[src/rtl/inst_fetch.sv]
// rtl/inst_fetch.sv - instruction fetch unit: fetches from instruction memory and issues op/func codes to the control unit
//
// Ports:
//   clk, rst            clock; asynchronous active-low reset
//   imem_req/imem_addr  fetch request (high only in FETCH) and address (always pc)
//   imem_ack/imem_rdata/imem_err  memory response; rdata and err qualified by ack
//   inst_valid, op_code, func_code  current instruction presented to the control unit
//   advance, halt, redirect, target  control unit consumes the instruction, halts, or jumps
//   pc                  address of the current/next fetch
//   exc_inst_memory     sticky fetch exception (bus error, timeout, misaligned target)
//   halted              fetch stopped until reset
module inst_fetch #(
  parameter int                    ADDR_WIDTH = 16,
  parameter int                    INST_WIDTH = 16,
  parameter logic [ADDR_WIDTH-1:0] RESET_PC   = 16'h0000,
  parameter int                    TIMEOUT    = 8
) (
  input  logic                  clk,
  input  logic                  rst,
  output logic                  imem_req,
  output logic [ADDR_WIDTH-1:0] imem_addr,
  input  logic                  imem_ack,
  input  logic [INST_WIDTH-1:0] imem_rdata,
  input  logic                  imem_err,
  output logic                  inst_valid,
  output logic [3:0]            op_code,
  output logic [3:0]            func_code,
  input  logic                  advance,
  input  logic                  halt,
  input  logic                  redirect,
  input  logic [ADDR_WIDTH-1:0] target,
  output logic [ADDR_WIDTH-1:0] pc,
  output logic                  exc_inst_memory,
  output logic                  halted
);

  localparam int CNT_W = $clog2(TIMEOUT + 1);

  typedef enum logic [1:0] {
    IDLE   = 2'd0,
    FETCH  = 2'd1,
    ISSUE  = 2'd2,
    HALTED = 2'd3
  } state_t;

  state_t                state, state_nxt;
  logic [ADDR_WIDTH-1:0] pc_nxt;
  logic [INST_WIDTH-1:0] ir, ir_nxt;
  logic [CNT_W-1:0]      tmo_cnt, tmo_cnt_nxt;
  logic                  exc_nxt;

  always_ff @(posedge clk or negedge rst) begin
    if (!rst) begin
      state           <= IDLE;
      pc              <= RESET_PC;
      ir              <= '0;
      tmo_cnt         <= '0;
      exc_inst_memory <= 1'b0;
    end else begin
      state           <= state_nxt;
      pc              <= pc_nxt;
      ir              <= ir_nxt;
      tmo_cnt         <= tmo_cnt_nxt;
      exc_inst_memory <= exc_nxt;
    end
  end

  always_comb begin
    state_nxt   = state;
    pc_nxt      = pc;
    ir_nxt      = ir;
    tmo_cnt_nxt = tmo_cnt;
    exc_nxt     = exc_inst_memory;
    case (state)
      IDLE: begin
        state_nxt   = FETCH;
        tmo_cnt_nxt = '0;
      end
      FETCH: begin
        // An ack in the last allowed cycle still wins over the timeout.
        if (imem_ack) begin
          if (imem_err) begin
            exc_nxt   = 1'b1;
            state_nxt = HALTED;
          end else begin
            ir_nxt    = imem_rdata;
            state_nxt = ISSUE;
          end
        end else if (tmo_cnt == CNT_W'(TIMEOUT - 1)) begin
          exc_nxt   = 1'b1;
          state_nxt = HALTED;
        end else begin
          tmo_cnt_nxt = tmo_cnt + 1'b1;
        end
      end
      ISSUE: begin
        if (advance) begin
          tmo_cnt_nxt = '0;
          if (halt) begin
            state_nxt = HALTED;
          end else if (redirect) begin
            // Instructions are 2-byte aligned; an odd target cannot be fetched.
            if (target[0]) begin
              exc_nxt   = 1'b1;
              state_nxt = HALTED;
            end else begin
              pc_nxt    = target;
              state_nxt = FETCH;
            end
          end else begin
            pc_nxt    = pc + ADDR_WIDTH'(2);
            state_nxt = FETCH;
          end
        end
      end
      HALTED: begin
        state_nxt = HALTED;
      end
      default: begin
        state_nxt = IDLE;
      end
    endcase
  end

  assign imem_req   = (state == FETCH);
  assign imem_addr  = pc;
  assign inst_valid = (state == ISSUE);
  assign halted     = (state == HALTED);
  assign op_code    = ir[15:12];
  assign func_code  = ir[3:0];

endmodule

[config.mk]
export PLATFORM = sky130hd
export DESIGN_NAME = inst_fetch
export DESIGN_NICKNAME = d
export VERILOG_FILES = /design/src/rtl/inst_fetch.sv
export SDC_FILE = /design/constraint.sdc
export NUM_CORES = 1
export LEC_CHECK = 0
export ABC_AREA = 1
export BUFFER_PORTS_ARGS = -buffer_cell sky130_fd_sc_hd__buf_2
export CAP_MARGIN = 20
export CORE_MARGIN = 2
export CORE_UTILIZATION = 52
export CTS_CLUSTER_DIAMETER = 150
export CTS_CLUSTER_SIZE = 12
export DETAILED_ROUTE_END_ITERATION = 10
export GPL_ROUTABILITY_DRIVEN = 0
export PLACE_DENSITY_LB_ADDON = 0.1
export SLEW_MARGIN = 5
export SYNTH_ARGS = -nofsm -noshare
export SYNTH_HDL_FRONTEND = slang
export SYNTH_SLANG_ARGS = --single-unit
[constraint.sdc]
create_clock -name clk -period 4.1 [get_ports clk]
set_input_delay 0.615 -clock clk [delete_from_list [all_inputs] [get_ports clk]]
set_output_delay 0.615 -clock clk [all_outputs]
set_load 0.02 [all_outputs]
==> flow_summary.yaml <==
status:
  status: "completed"
worst_setup_path:
  cp-start-kind: "register"
  crit_chain: "inv_1 > ha_1 > buf_2"
  path_class: "register to primary output"
  crit_fanout: 8
  cp.arrival_ns: 1.38
  worst_path_max_delay_cell: "dfrtp_1"
  crit_path_max_incr_delay_ns: 0.41
  crit_required_ns: 3.48
  worstSetupEndpointType: "primary output"
timing:
  drv_slew: 0
  fin_skew_ns: 0.004347
  fmax_ghz: 0.5021
  timing.slew.headroom_pct: 54.90
  tightest_slew_ns: 0.6765
  fin_crit_ns: 1.992
  finalHoldViolations: 0
  rsz0062_at_grt: "false"
  finalSetupViolations: 0
  post-route-period-util_pct: 48.58
  timing.hold.ws_ns: 0.3646
  tns_ns: 0
clock_tree:
  ctsHoldBuffers: 0
  cts_tree: "built"
  post_cts_resized: 0
  clk_latency_ns: 0.28
  cts_sinks: 30
  htree_num_levels: 2
  clockBufferDepth: 2
  clkTransAtPathRegs_ns: 0.07
  numCtsBuffers: 5
  post_cts_buffers: 0
  cts-root-buf: "clkbuf_8"
pwr:
  total_power_mw: 1.746
  p_leak_nw: 1.243
  ir_drop_mv: 0.3489
  cellPowerDensity_nw_per_um2: 754.4
worst_hold_path:
  min_path_type: "primary input to asynchronous set/reset pin"
floorplanning:
  start_util_pct: 53.99
  ioPinCount: 83
  coreArea_sq_um: 3633
  rows: 22
  dieArea_sq_um: 4280
  die_h_um: 65.43
  die_x_um: 65.43
finish:
  areaGrowthSynthToFinish_pct: 17.98
  num_antenna_cells: 0
  fin_area_sq_um: 2315
  drive_gt1_share_pct: 31.96
  postLayoutCoreUtil_pct: 63.71
  nFillCells: 355
  num-nets-final: 360
global_routing:
  grt_start_max_net_pins: 31
  grt_pass1_wl_um: 6934
  grt_pass1_vias: 1659
  grt_use_total_pct: 20.94
  antenna_found_initial: 0
  grt_overflow: 0
routing:
  avgRoutedWirePerCell_um: 10.98
  drt-total-wl_um: 3995
  antenna_left: 0
  viasPerCell: 4.942
  drtPass1Iterations: 4
  first_iter_violations: 95
  num_vias: 1799
  drc: 0
placement:
  portBuffers: 72
  place_area_sq_um: 2220
  dp_hpwl_um: 2904
logic_synthesis:
  syn-mean-instance-area_sq_um: 7.604
  netlist_instances: 258
  synthArstFlopShare_pct: 100.0
  ys_ff_latch: 30
  ys_warn_count: 0
  synth_edf_count: 0
  ys_seq_area_share_pct: 38.27
  netlist_area_sq_um: 1962
  dominantRegCellSynth: "dfrtp_1"
  synth_cell_types: 30
job:
  drv_cap: 0
worst max-delay path, delay by kind of cell (launching register included):
| family | cells | cell delay, ns |
|---|---|---|
| DFF | 1 | 0.41 |
| adders and majority gates | 1 | 0.35 |
| buffers and inverters | 2 | 0.34 |
state kept, by name, summed over array words and instances (netlist names):
| signal | flops |
|---|---|
| tmo_cnt | 4 |
| imem_addr | 15 |
| exc_inst_memory | 1 |
| state | 2 |
| ir | 8 |
Yosys cell counts (2+ instances only):
| cell | count | area, sq um |
|---|---|---|
| buf_4 | 18 | 135.1 |
| mux2_2 | 8 | 90.09 |
| nand3_1 | 20 | 100.1 |
| o21bai_1 | 2 | 15.01 |
| nor3_1 | 2 | 10.01 |
| xor2_1 | 2 | 17.52 |
| ha_1 | 6 | 75.07 |
| nand2_1 | 53 | 198.9 |
| a21oi_1 | 11 | 55.05 |
| nor2_2 | 3 | 18.77 |
| inv_2 | 2 | 7.510 |
| o21ai_1 | 5 | 25.02 |
| inv_1 | 29 | 108.9 |
| buf_2 | 4 | 20.02 |
| nor2_1 | 29 | 108.9 |
| o21ai_0 | 12 | 60.06 |
| nand4_1 | 7 | 43.79 |
| dfrtp_1 | 30 | 750.7 |
| nor2_4 | 2 | 22.52 |
| nand2_2 | 3 | 18.77 |
final cells by class:
cell class / count / area (sq um) / area share [%]
multi-input combinational: 175 / 932.1 / 40.27
sequential: 30 / 750.7 / 32.43
timing repair buffer: 72 / 360.3 / 15.57
inverter: 31 / 116.4 / 5.027
clock buffer: 6 / 82.58 / 3.568
tap: 48 / 60.06 / 2.595
clock inverter: 2 / 12.51 / 0.5405
layer usage:
| metal | part of all wire [%] | wire, um | up-vias | track usage (%) |
|---|---|---|---|---|
| met5 | 0 | 0 | - | 0 |
| met4 | 0.83 | 33 | 0 | 6.510 |
| li1 | - | - | 925 | - |
| met3 | 6.1 | 244 | 4 | 5.993 |
| met2 | 49 | 1952 | 59 | 37.50 |
| met1 | 44 | 1765 | 811 | 24.01 |
where the power goes:
part           switching [mW]  internal (mW)  leakage [nW]
registers               0.145          0.430         0.364
clock network           0.114          0.135        0.0472
logic                   0.598          0.324         0.832
kinds of logic after synthesis:
logic type      Yosys count  share of synthesized area [%]
fa+ha+maj                 6                          3.826
other cells               1                         0.1911
xor+xnor                  2                         0.8930
flops                    30                          38.27
compound gates           36                          10.40
mux                       8                          4.592
buf+inv                  54                          14.41
simple gates            121                          27.42
per-stage QoR:
step / cells / setup WS (ns)
floorplan: 259 / 2.577
global route: 364 / 2.014
detailed placement: 356 / 2.123
global placement: 356 / 2.135
CTS: 364 / 2.093
finish: 364 / 2.108
final timing paths:
check	start	to	slack, ns	cells after the start
setup / recovery	state[1]	imem_req	2.11	3
hold / removal	rst	imem_addr[4]	0.36	1
setup reg to reg	state[0]	imem_addr[4]	2.25	6
hold reg to reg	exc_inst_memory	exc_inst_memory	0.49	1
max in group asynchronous	rst	imem_addr[12]	3.29	1
min in group clk	exc_inst_memory	exc_inst_memory	0.49	1
placed cells by master (no fill, tap or decap), types with 2 or more instances in the layout:
cell / n
clkbuf_8: 6
nor3_1: 2
a21oi_1: 11
nor2_4: 2
nor2_1: 29
conb_1: 2
nand4_1: 7
buf_2: 72
nand3_1: 20
dfrtp_1: 30
mux2_2: 8
inv_1: 29
nand2_1: 53
nand2_2: 3
xor2_1: 2
o21ai_0: 12
o21ai_1: 5
nor2_2: 3
o21bai_1: 2
ha_1: 6
inv_2: 2
(Power assumes the default switching activity.)
